--- config.mk ---
export PLATFORM = sky130hd
export DESIGN_NAME = mm_job_sequencer
export DESIGN_NICKNAME = d
export VERILOG_FILES = /design/src/rtl/mm_job_sequencer.sv
export SDC_FILE = /design/constraint.sdc
export NUM_CORES = 1
export LEC_CHECK = 0
export ABC_AREA = 1
export BUFFER_PORTS_ARGS = -buffer_cell sky130_fd_sc_hd__buf_2
export CAP_MARGIN = 40
export CORE_MARGIN = 2
export CORE_UTILIZATION = 30
export DETAILED_ROUTE_END_ITERATION = 16
export PLACE_DENSITY = 0.48
export RECOVER_POWER = 100
export SKIP_LAST_GASP = 1
export SLEW_MARGIN = 15
export SYNTH_ARGS = -nofsm -noshare
export SYNTH_HDL_FRONTEND = slang
export SYNTH_SLANG_ARGS = --single-unit
--- constraint.sdc ---
create_clock -name clk -period 12.7 [get_ports clk]
set_input_delay 3.175 -clock clk [delete_from_list [all_inputs] [get_ports clk]]
set_output_delay 3.175 -clock clk [all_outputs]
set_load 0.02 [all_outputs]
--- src/rtl/mm_job_sequencer.sv ---
// Job sequencer for the matrix-multiply engine: buffers A then B, replays them framed, collects C.
// Optional COLLECT watchdog enabled by defining MM_SEQ_TIMEOUT_EN.
module mm_job_sequencer #(
    parameter int DW     = 8,
    parameter int RW     = 12,
    parameter int DEPTH  = 42,
    parameter int GAP    = 1,
    parameter int TO_CYC = 255
) (
    input  logic          clk,
    input  logic          rst,
    input  logic          start,
    input  logic [3:0]    a_rows,
    input  logic [3:0]    a_cols,
    input  logic [3:0]    b_rows,
    input  logic [3:0]    b_cols,
    input  logic          src_valid,
    input  logic [DW-1:0] src_data,
    output logic          src_ready,
    output logic [DW-1:0] mm_in_data,
    output logic          mm_col_end,
    output logic          mm_row_end,
    input  logic          mm_valid,
    input  logic [RW-1:0] mm_out_data,
    output logic          res_valid,
    output logic [RW-1:0] res_data,
    output logic          res_last,
    output logic          busy,
    output logic          done,
    output logic [1:0]    err
);

    typedef enum logic [2:0] {
        S_IDLE, S_CHECK, S_FILL, S_SEND_A, S_GAP, S_SEND_B, S_COLLECT, S_DONE
    } state_t;

    localparam logic [7:0] GAP_LAST = 8'(GAP - 1);
`ifdef MM_SEQ_TIMEOUT_EN
    localparam logic [15:0] TO_LAST = 16'(TO_CYC - 1);
    logic [15:0] wd;
`else
    // Watchdog compiled out: the timeout error bit can never be raised.
    localparam logic TO_NEVER = (TO_CYC < 0);
`endif

    state_t        state;
    logic [3:0]    ar, ac, br, bc;
    logic [5:0]    wr_ptr, rd_ptr;
    logic [3:0]    col;
    logic [7:0]    gap_cnt;
    logic [7:0]    res_cnt;
    logic          mm_valid_q;
    logic [DW-1:0] mem [DEPTH];

    // Sizes are computed at full width so oversize jobs cannot alias into legal ones.
    logic [7:0] na_full, nb_full, nres;
    logic [8:0] ntot_full;
    logic [5:0] na, ntot;
    logic       illegal;

    assign na_full   = {4'd0, ar} * {4'd0, ac};
    assign nb_full   = {4'd0, br} * {4'd0, bc};
    assign nres      = {4'd0, ar} * {4'd0, bc};
    assign ntot_full = {1'b0, na_full} + {1'b0, nb_full};
    assign na        = na_full[5:0];
    assign ntot      = ntot_full[5:0];
    assign illegal   = (ar == 4'd0) || (ac == 4'd0) || (br == 4'd0) || (bc == 4'd0) ||
                       (ac != br) || (ntot_full > 9'(DEPTH));

    always_ff @(posedge clk) begin
        if (state == S_FILL && src_valid && src_ready)
            mem[wr_ptr] <= src_data;
    end

    always_ff @(posedge clk or negedge rst) begin
        if (!rst) begin
            state      <= S_IDLE;
            ar         <= '0;
            ac         <= '0;
            br         <= '0;
            bc         <= '0;
            wr_ptr     <= '0;
            rd_ptr     <= '0;
            col        <= '0;
            gap_cnt    <= '0;
            res_cnt    <= '0;
            mm_valid_q <= 1'b0;
            src_ready  <= 1'b0;
            mm_in_data <= '0;
            mm_col_end <= 1'b0;
            mm_row_end <= 1'b0;
            res_valid  <= 1'b0;
            res_data   <= '0;
            res_last   <= 1'b0;
            busy       <= 1'b0;
            done       <= 1'b0;
            err        <= '0;
`ifdef MM_SEQ_TIMEOUT_EN
            wd         <= '0;
`endif
        end else begin
            mm_valid_q <= mm_valid;
            mm_in_data <= '0;
            mm_col_end <= 1'b0;
            mm_row_end <= 1'b0;
            res_valid  <= 1'b0;
            res_last   <= 1'b0;
            done       <= 1'b0;
            case (state)
                S_IDLE: if (start) begin
                    ar    <= a_rows;
                    ac    <= a_cols;
                    br    <= b_rows;
                    bc    <= b_cols;
`ifdef MM_SEQ_TIMEOUT_EN
                    err   <= 2'b00;
`else
                    err   <= {TO_NEVER, 1'b0};
`endif
                    busy  <= 1'b1;
                    state <= S_CHECK;
                end
                S_CHECK: if (illegal) begin
                    err[0] <= 1'b1;
                    done   <= 1'b1;
                    state  <= S_DONE;
                end else begin
                    src_ready <= 1'b1;
                    wr_ptr    <= '0;
                    state     <= S_FILL;
                end
                S_FILL: if (src_valid && src_ready) begin
                    wr_ptr <= wr_ptr + 6'd1;
                    if (wr_ptr == ntot - 6'd1) begin
                        src_ready <= 1'b0;
                        rd_ptr    <= '0;
                        col       <= '0;
                        state     <= S_SEND_A;
                    end
                end
                S_SEND_A: begin
                    mm_in_data <= mem[rd_ptr];
                    mm_col_end <= (col == ac - 4'd1);
                    mm_row_end <= (rd_ptr == na - 6'd1);
                    rd_ptr     <= rd_ptr + 6'd1;
                    col        <= (col == ac - 4'd1) ? 4'd0 : col + 4'd1;
                    if (rd_ptr == na - 6'd1) begin
                        col     <= '0;
                        gap_cnt <= '0;
                        state   <= (GAP == 0) ? S_SEND_B : S_GAP;
                    end
                end
                S_GAP: begin
                    gap_cnt <= gap_cnt + 8'd1;
                    if (gap_cnt == GAP_LAST)
                        state <= S_SEND_B;
                end
                S_SEND_B: begin
                    mm_in_data <= mem[rd_ptr];
                    mm_col_end <= (col == bc - 4'd1);
                    mm_row_end <= (rd_ptr == ntot - 6'd1);
                    rd_ptr     <= rd_ptr + 6'd1;
                    col        <= (col == bc - 4'd1) ? 4'd0 : col + 4'd1;
                    if (rd_ptr == ntot - 6'd1) begin
                        res_cnt <= '0;
`ifdef MM_SEQ_TIMEOUT_EN
                        wd      <= '0;
`endif
                        state   <= S_COLLECT;
                    end
                end
                S_COLLECT: begin
                    // MM may hold mm_valid for several cycles; only its rising edge is a result.
                    if (mm_valid && !mm_valid_q) begin
                        res_valid <= 1'b1;
                        res_data  <= mm_out_data;
                        res_cnt   <= res_cnt + 8'd1;
`ifdef MM_SEQ_TIMEOUT_EN
                        wd        <= '0;
`endif
                        if (res_cnt == nres - 8'd1) begin
                            res_last <= 1'b1;
                            done     <= 1'b1;
                            state    <= S_DONE;
                        end
                    end
`ifdef MM_SEQ_TIMEOUT_EN
                    else if (wd == TO_LAST) begin
                        err[1] <= 1'b1;
                        done   <= 1'b1;
                        state  <= S_DONE;
                    end else begin
                        wd <= wd + 16'd1;
                    end
`endif
                end
                S_DONE: begin
                    busy  <= 1'b0;
                    state <= S_IDLE;
                end
                default: state <= S_IDLE;
            endcase
        end
    end

endmodule

* Word-level counts from Yosys, hierarchy flattened
Memories as Yosys holds them, arrays and structs flattened.
Cells that the tools add are included.
** Operators by class
- Add/sub/neg operators :: 11
- Multiply operators :: 3
- Order comparisons :: 1
- Eq/ne operators :: 24
- Muxes and demuxes :: 48
- Reduce and logical (&&, ||, !) cells :: 35
** Operator list (number)
- $mux W8 :: 4
- $pmux W8 S2 :: 2
- $mux W3 :: 9
- $mul A4 B4 Y8 :: 3
- $mux W6 :: 4
- $pmux W3 S8 :: 1
- $pmux W6 S2 :: 2
- $mux W4 :: 5
- $eq A6 B6 Y1 :: 3
- $add A8 B1 Y8 const B :: 2
- $logic_not A4 Y1 :: 4
- $ne A2 B2 Y1 const B :: 8
- $reduce_and A3 Y1 :: 5
- $mux W1 :: 14
- $add A6 B1 Y6 const B :: 2
- $eq A3 B3 Y1 const B :: 4
- $pmux W1 S2 :: 6
- $pmux W4 S3 :: 1
- $reduce_bool A2 Y1 :: 6
- $sub A6 B1 Y6 const B :: 2
- $add A8 B8 Y9 :: 1
- $gt A9 B6 Y1 const B :: 1
- $eq A4 B4 Y1 :: 2
- $eq A8 B8 Y1 :: 1
- 17 further kinds :: 30
** Word-level totals
- Flip-flop bits (word level) :: 80
- RAM bits :: 336
- Output and inout bits :: 29
- Logic and storage cells :: 144
- Memories kept :: 1
** Memories
- mem :: words 42, width 8, rd ports 1, clocked after memory_dff 0, write ports 1, line 53 : logic [DW-1:0] mem [DEPTH];

* Logic depth before layout (Yosys ltp)
Gate-level depths: netlist of run 1.
- Depth in word-level cells :: 8
- Gate-level depth with buffers :: 28

* Worst setup path after synthesis of run 1
No wires, ideal clock.
- Kind :: in2reg
- Start point :: input port src_valid
- End point :: memory mem[40][0] (enable)
- Setup time :: 395 ps
- Arrival :: 4439 ps
- Data required time :: 12305 ps
- Path slack :: 7867 ps
- Cell stages on the path :: 4
- Path buffers :: 0
- Cell sequence :: nand2_1 nor3_2 inv_1 nor4_1
** Between the ends
- Longest elaborated chain between the ends :: 4
** Ends and longest elaborated chain
- from (decl) :: line 17 : input logic src_valid,
- $logic_and A1 B1 Y1 (2 in series) :: line 71 : if (state == S_FILL && src_valid && src_ready)
- $mux W1 :: line 71
- $mux W1 (not written as such) :: line 72 : mem[wr_ptr] <= src_data;
- to (decl) :: line 53
Every way passes these cells.

* Worst setup path after layout of run 1
- Start point :: register rd_ptr[0]
- End point :: register mm_in_data[6]
** Between the ends
- Longest elaborated chain between the ends :: 2
** Ends and longest elaborated chain
- from (decl) :: line 48 : logic [5:0] wr_ptr, rd_ptr;
- from (signal assigned) :: line 145 : rd_ptr <= rd_ptr + 6'd1;
- from (signal assigned) :: line 162 : rd_ptr <= rd_ptr + 6'd1;
- $mem_v2 Z42 W8
- $mux W8
- to (signal assigned) :: line 142 : mm_in_data <= mem[rd_ptr];
- to (signal assigned) :: line 159 : mm_in_data <= mem[rd_ptr];
- to (decl) :: line 20 : output logic [DW-1:0] mm_in_data,
Every way passes these cells.
A chain may end at the register's enable or synchronous reset.

==> results of run 1 <==
[kinds of logic after synthesis]
group / Yosys count
flops: 416
other cells: 1
xor+xnor: 33
simple gates: 722
buf+inv: 263
fa+ha+maj: 76
compound gates: 372
mux: 10
[path summary, 6_finish.rpt]
kind | slack (ps) | end | depth (start not counted) | start
max | 4790 | mm_in_data[6]$_DFF_PN0_ | 9 | rd_ptr[0]$_DFFE_PN0P_
min | 470 | res_data[10]$_DFFE_PN0P_ | 2 | res_data[10]$_DFFE_PN0P_
max reg2reg | 4790 | mm_in_data[6]$_DFF_PN0_ | 9 | rd_ptr[0]$_DFFE_PN0P_
min reg2reg | 470 | res_data[10]$_DFFE_PN0P_ | 2 | res_data[10]$_DFFE_PN0P_
max in group asynchronous | 5870 | rd_ptr[1]$_DFFE_PN0P_ | 3 | rst
min in group asynchronous | 2570 | mm_in_data[6]$_DFF_PN0_ | 1 | rst
[flip-flops by register name (all words and copies together), names as in the netlist, 6 cells and up]
register / cells
mem: 336
rd_ptr: 6
res_cnt: 8
mm_in_data: 8
wr_ptr: 6
gap_cnt: 8
res_data: 12
[tightest hold or removal path, cell delays in order (launching register included)]
cell     delay [ps]
dfrtp_1         330
nand2_1          60
nand2_1          50
[per-layer routing]
| metal | wire length, um | share of wire, % |
|---|---|---|
| met5 | 0 | 0 |
| met3 | 3400 | 6.1 |
| met4 | 1350 | 2.4 |
| met2 | 25500 | 46 |
| met1 | 25200 | 46 |
[cell type report]
| type | instances | area, um^2 |
|---|---|---|
| inverters | 170 | 639 |
| flip-flops and latches | 416 | 12100 |
| fillers | 6601 | 43100 |
| multi-input cells | 1214 | 6560 |
| well taps | 864 | 1080 |
| diodes | 1 | 2.50 |
| clock inverters | 24 | 220 |
| repair buffers | 91 | 448 |
| clock buffers | 65 | 1320 |
[through the flow]
stage | cells | hold WS [ps]
floorplan | 1893 | 440
finish | 2845 | 469
global placement | 2749 | 448
detailed placement | 2753 | 455
global route | 2844 | 486
CTS | 2842 | 469
[placed cells by master, fill, tap and decap left out, types with 18 or more instances in the layout]
master     netlist  final
xor2_1          18     18
o221ai_1        31     31
nand4_1         19     19
ha_1            58     58
inv_1          158    159
fa_1            18     18
dfrtp_1         80     79
nor2_1         271    272
edfxtp_1       336    336
clkbuf_1        57     59
buf_2           28     38
clkbuf_16        0     49
o22ai_1         58     58
o21ai_0        204    219
nand2_1        311    312
a21oi_1         32     33
nand3_1         82     82
==> impl_metrics.tcl, run 1 <==
set metrics [dict create \
    drc 0 \
    layout_setup_ws_ps 4790 \
    yosysTopAreaCell "edfxtp_1" \
    gr-usage-met3_pct 3.00 \
    synth_adder_area_share_pct 5.50 \
    busiest_layer "met2" \
    rows 94 \
    rsz0062_at_grt "no" \
    first_iter_violations 1225 \
    ys_warn_count 0 \
    start_kind "register" \
    path_clk_slew_ps 60 \
    worst_path_max_delay_cell "clkinvlp_2" \
    crit_arrival_ps 8350 \
    synth-simple-area-share_pct 15.1 \
    gp_congestion 0.807 \
    clk_path_buf_depth 3 \
    finalSetupViolations 0 \
    initial_core_util_pct 30.1 \
    place.detailed.hpwl_um 36100 \
    htree_levels 2 \
    status "complete, but fails checks" \
    grt_pass1_vias 14000 \
    ys_seq_area_share_pct 61.2 \
    synthTopCellsByCount "edfxtp_1 (336), nand2_1 (311), nor2_1 (271), o21ai_0 (204), inv_1 (158)" \
    synth_top_family_by_area "simple AND/OR/NAND/NOR gates" \
    cp.required_ps 13140 \
    clock_sinks 416 \
    core_um2 65500 \
    grt_max_degree 97 \
    cp_top_family "buffers and inverters" \
    finalSetupTns_ps 0 \
    final_antenna_net_count 0 \
    ys_types 47 \
    yosysMostFrequentCell "edfxtp_1" \
    end_kind "register" \
    dpl_worst_slack_ps 7210 \
    syn_avg_cell_area_um2 10.4 \
    post-cts-setup-buffers 0 \
    ys_ff_latch 416 \
    max_freq_mhz 126 \
    syn_inst 1893 \
    place_area_um2 21000 \
    overflow 0 \
    period_needed_ps 7910 \
    synth_edf_count 336 \
    ys_async_sr_fraction_pct 19.2 \
    synth_xor_area_share_pct 1.46 \
    avgViaCountPerCell 4.94 \
    critPathBufInv 3 \
    die_y_um 261 \
    relSlewSlack_pct -83.2 \
    wire_per_inst_um 19.5 \
    hp-class "reg2reg" \
    pin_count 70 \
    met1_usage_pct 22.6 \
    violations "max-capacitance violations, max-slew violations" \
    numCtsBuffers 48 \
    synth-compound-area-share_pct 10.8 \
    min_period_over_period_pct 62.3 \
    fp.dieW_um 261 \
    clock_latency_ps 600 \
    fin_nets 2058 \
    critPathKind "reg2reg" \
    drive_above_1_share_pct 7.78 \
    antenna_found_initial 0 \
    tightest_slew_ps 2750 \
    skew_ps 31.2 \
    yosys-top-cells-area "edfxtp_1 (51%), dfrtp_1 (10%), nand2_1 (5.9%), o21ai_0 (5.2%), nor2_1 (5.2%)" \
    wirelength_um 55400 \
    fin_util_pct 34.1 \
    syn-cell-area_um2 19700 \
    crit_fanout 76 \
    cpPeakStageDelay_ps 2960 \
    cts_root_buf "clkbuf_16" \
    grt_use_met2_pct 26.4 \
    firstDrtPassIters 5 \
    cp_cell_sequence "clkinvlp_2 > clkbuf_1 > buf_16 > o21ai_0 > o221ai_1 > nand3_1 > nand3_1 > o21ai_0 > a21oi_1" \
    drv_slew 557 \
    synth.mux.area_fraction_pct 0.570 \
    finalHoldViolCount 0 \
    dieArea_um2 67900 \
    synth_nets 2010 \
    fin_area_um2 22400 \
    portBuffers 68 \
    grtUsageTotal_pct 16.5 \
    vias 14100 \
    grt_pass1_wl_um 84900 \
    cts-resized-gates 0 \
    maxCapViolations 12 \
    cts_hold_buf 0 \
    synth.top_cell.area_share_pct 51.1 \
    cts_tree "built" \
    ys.flop_type "edfxtp_1" \
    syn2layout_area_growth_pct 13.2 \
]
Power of run 1 is not shown: default switching activity piles up to over one toggle a cycle in this logic, so the estimate is an artifact.
==> run 2: changes to the inputs <==
==> constraint.sdc (replaced) <==
create_clock -name clk -period 8.03 [get_ports clk]
set_input_delay 2.0075 -clock clk [delete_from_list [all_inputs] [get_ports clk]]
set_output_delay 2.0075 -clock clk [all_outputs]
set_load 0.02 [all_outputs]
==> run 2 against run 1 <==
Net effect:
- the run still ends with max-capacitance violations, max-slew violations left
- clock skew is 1.1 ps higher
- routed wire length is 3.9% lower
- hold slack better by 5.1 ps
- final cell count is 0.18% higher
- via count is 0.61% lower
- maximum frequency is 29% higher
- critical path type unchanged
- critical endpoint is now mm_in_data[3]$_DFF_PN0_
==> impl_metrics.tcl, run 2 (synthesis results as in run 1) <==
set metrics [dict create \
    status "complete, but fails checks" \
    reg.largest.list "mem: 336 flops, res_data: 12 flops" \
    final_cell_mix "edfxtp_1 (336), nand2_1 (312), nor2_1 (272)" \
    grtUsageTotal_pct 15.9 \
    largest-register "mem" \
    num_antenna_cells 0 \
    place.detailed.hpwl_um 35100 \
    gp_congestion 0.812 \
    met3_length_um 2970 \
    dieArea_um2 67900 \
    violations "max-capacitance violations, max-slew violations" \
    cts_root_buf "clkbuf_16" \
    critPathMostFrequentCell "o21ai_0" \
    maxCapViolations 7 \
    cts-resized-gates 0 \
    skew_ps 32.3 \
    clk_path_buf_depth 3 \
    largest_reg_flops 336 \
    r2r_cells 8 \
    fin_util_pct 34.2 \
    final_common_cell "edfxtp_1" \
    min_period_over_period_pct 76.6 \
    avgViaCountPerCell 4.90 \
    grt_max_degree 78 \
    layout_setup_ws_ps 1880 \
    cts_tree "built" \
    relSlewSlack_pct -95.7 \
    grt_pass1_wl_um 82200 \
    grt_pass1_vias 13800 \
    whs_ps 474 \
    wirelength_um 53300 \
    post-cts-setup-buffers 0 \
    numCtsBuffers 46 \
    vias 14000 \
    cp_cell_sequence "buf_4 > clkbuf_1 > o21ai_0 > o221ai_1 > o211ai_1 > nand4_1 > o21ai_0 > a21oi_1" \
    finalSetupViolations 0 \
    core_um2 65500 \
    critPathKind "reg2reg" \
    syn2layout_area_growth_pct 13.4 \
    end_kind "register" \
    wire_per_inst_um 18.7 \
    start_kind "register" \
    worst_path_max_delay_cell "clkbuf_1" \
    crit_arrival_ps 6630 \
    drv_slew 275 \
    firstDrtPassIters 5 \
    rsz0062_at_grt "no" \
    cts_hold_buf 0 \
    die_y_um 261 \
    drive_above_1_share_pct 7.45 \
    top_layer_used "met4" \
    pin_count 70 \
    overflow 0 \
    htree_levels 2 \
    finalHoldViolCount 0 \
    finalSetupTns_ps 0 \
    dpl_worst_slack_ps 3030 \
    clock_latency_ps 600 \
    rows 94 \
    drt-met1-wl_um 24400 \
    crit_fanout 68 \
    tightest_slew_ps 2940 \
    antenna_found_initial 0 \
    drc 0 \
    portBuffers 68 \
    met2WireLength_um 24600 \
    max_freq_mhz 163 \
    cp.required_ps 8510 \
    cpPeakStageDelay_ps 2130 \
    hold_depth 2 \
    initial_core_util_pct 30.1 \
    period_needed_ps 6150 \
    clock_sinks 416 \
    first_iter_violations 1085 \
    path_clk_slew_ps 60 \
    hp-class "reg2reg" \
    fin_nets 2068 \
    final_antenna_net_count 0 \
    fp.dieW_um 261 \
]
-- run 2: changes by cell type in the layout (fill, tap and decap cells not counted), sizes merged, moves of 2 or more --
cell	delta
buf	-4
clkbuf	+10
clkinv	-5
clkinvlp	+2
inv	+2
-- run 2: critical path: cells and delay by family (launching register included) --
kind | cells | cell delay, ps
flip-flops | 1 | 1520
AND/OR/NAND/NOR | 1 | 210
buffers and inverters | 2 | 2830
AO/OA/AOI/OAI | 5 | 1470
-- run 2: worst paths after layout --
check / from / to / slack, ps
max: rd_ptr[0]$_DFFE_PN0P_ / mm_in_data[3]$_DFF_PN0_ / 1880
min: res_data[3]$_DFFE_PN0P_ / res_data[3]$_DFFE_PN0P_ / 470
max reg2reg: rd_ptr[0]$_DFFE_PN0P_ / mm_in_data[3]$_DFF_PN0_ / 1880
min reg2reg: res_data[3]$_DFFE_PN0P_ / res_data[3]$_DFFE_PN0P_ / 470
max in group asynchronous: rst / rd_ptr[1]$_DFFE_PN0P_ / 4750
min in group asynchronous: rst / mm_in_data[6]$_DFF_PN0_ / 1520
-- run 2: area by class of cell --
cell class	instances	area, um^2
clock buffer	59	1250
timing repair buffer	103	526
sequential	416	12100
inverter	170	642
clock inverter	24	239
fill	6706	43100
tap	864	1080
multi-input combinational	1214	6560
-- run 2: stage by stage --
step | cell area [um^2] | cells
6_report | 22400 | 2850
5_1_grt | 22400 | 2850
4_1_cts | 22700 | 2846
3_5_place_dp | 21200 | 2763
3_3_place_gp | 20900 | 2744
2_1_floorplan | 19700 | 1893
-- run 2: metal layers --
metal,global-route usage [%],up-vias
li1,-,6660
met1,21.9,6846
met2,25.8,377
met3,2.40,88
met4,5.10,0
met5,0,-
Power of run 2 is left out for the same reason.
==> run 3: changes to the inputs <==
==> constraint.sdc (replaced) <==
create_clock -name clk -period 6.22 [get_ports clk]
set_input_delay 1.555 -clock clk [delete_from_list [all_inputs] [get_ports clk]]
set_output_delay 1.555 -clock clk [all_outputs]
set_load 0.02 [all_outputs]
==> run 3 against run 2 <==
Net effect:
- the run still ends with max-capacitance violations, max-slew violations left
- critical path depth up 11
- clock-buffer cell count down 2
- maximum frequency up 19%
- hold slack worse by 0.57 ps
- final area down 0.64%
- worst setup slack worse by 840 ps
- core utilization down 0.22 points
- sequential cell count unchanged
- highest routed layer unchanged
==> impl_metrics.tcl, run 3 (synthesis results as in run 1) <==
set metrics [dict create \
    path_clk_slew_ps 60 \
    htree_levels 2 \
    setup.worst_path.start "ar[2]$_DFFE_PN0P_" \
    fp.dieW_um 261 \
    finalHoldViolCount 0 \
    overflow 0 \
    final_antenna_net_count 0 \
    reg.largest.list "mem: 336 flops, res_data: 12 flops" \
    pin_count 70 \
    r2r_slack_ps 1050 \
    violations "max-capacitance violations, max-slew violations" \
    tightest_slew_ps 2970 \
    status "complete, but fails checks" \
    max_freq_mhz 193 \
    syn2layout_area_growth_pct 12.7 \
    core_um2 65500 \
    initial_core_util_pct 30.1 \
    portBuffers 68 \
    fin_nets 2067 \
    finalSetupTns_ps 0 \
    drive_above_1_share_pct 6.96 \
    drc 0 \
    dieArea_um2 67900 \
    grt_max_degree 88 \
    rsz0062_at_grt "no" \
    die_y_um 261 \
    crit_fanout 10 \
    avgViaCountPerCell 4.92 \
    num_antenna_cells 0 \
    gp_congestion 0.833 \
    end_kind "register" \
    relSlewSlack_pct -97.7 \
    largest_reg_flops 336 \
    vias 14000 \
    largest-register "mem" \
    antenna_found_initial 1 \
    hp-class "reg2reg" \
    post-cts-setup-buffers 0 \
    reg2reg_from "ar[2]$_DFFE_PN0P_" \
    fin_util_pct 34.0 \
    drv_slew 312 \
    firstDrtPassIters 10 \
    critPathKind "reg2reg" \
    clock_latency_ps 590 \
    cts_root_buf "clkbuf_16" \
    wirelength_um 54100 \
    final_common_cell "edfxtp_1" \
    crit_arrival_ps 5620 \
    min-delay-start "res_data[6]$_DFFE_PN0P_" \
    grt_pass1_vias 13600 \
    whs_ps 474 \
    clock_sinks 416 \
    place.detailed.hpwl_um 34500 \
    period_needed_ps 5170 \
    grtUsageTotal_pct 16.0 \
    cts-resized-gates 0 \
    min_period_over_period_pct 83.2 \
    maxCapViolations 8 \
    numCtsBuffers 45 \
    cts_tree "built" \
    cts_hold_buf 0 \
    rows 94 \
    skew_ps 29.5 \
    final_cell_mix "edfxtp_1 (336), nand2_1 (313), nor2_1 (272)" \
    cp.required_ps 6670 \
    start_kind "register" \
    first_iter_violations 1059 \
    finalSetupViolations 0 \
    grt_pass1_wl_um 82400 \
    wire_per_inst_um 19.0 \
    clk_path_buf_depth 3 \
]
## run 3: stage by stage
stage	area (um^2)	instances	setup slack, ps
6_report	22300	2846	1050
5_1_grt	22300	2846	603
4_1_cts	22400	2840	1350
3_5_place_dp	21100	2761	1400
3_3_place_gp	20900	2748	1550
2_1_floorplan	19700	1893	1860
## run 3: final cells by class
cell class | count | area (um^2)
Clock buffer | 57 | 1170
Clock inverter | 22 | 190
Fill cell | 6658 | 43300
Inverter | 170 | 642
Multi-Input combinational cell | 1214 | 6570
Sequential cell | 416 | 12100
Tap cell | 864 | 1080
Timing Repair Buffer | 103 | 498
## run 3: metal layers
| metal | GRT usage (%) | vias to the layer above | wire (um) |
|---|---|---|---|
| met5 | 0 | - | 0 |
| met4 | 3.25 | 0 | 931 |
| met3 | 2.54 | 66 | 2840 |
| met2 | 26.3 | 340 | 25100 |
| met1 | 22.3 | 6931 | 25300 |
| li1 | - | 6666 | - |
## run 3: worst paths after layout
kind                                                end  cells past startpoint
worst min-delay path            res_data[6]$_DFFE_PN0P_                      2
worst max register to register       col[2]$_DFFE_PN0P_                     19
min in group asynchronous             ar[1]$_DFFE_PN0P_                      1
worst min register to register  res_data[6]$_DFFE_PN0P_                      2
worst max-delay path                 col[2]$_DFFE_PN0P_                     19
max in group asynchronous         rd_ptr[0]$_DFFE_PN0P_                      2
## run 3: worst max-delay path, cell delays in order, from the launching register on
cell and delay, ps:
dfrtp_1 530, nand2_1 140, fa_1 520, fa_1 510, inv_1 70, fa_1 520, inv_1 90, fa_1 480
inv_1 40, ha_1 350, a21oi_1 270, nand3_1 160, nand2_1 140, nand2_1 80, nand3_1 90, nand3_2 100
o21ai_2 210, o21ai_0 410, nand2_1 200, o21ai_0 110
Power of run 3 is left out for the same reason.
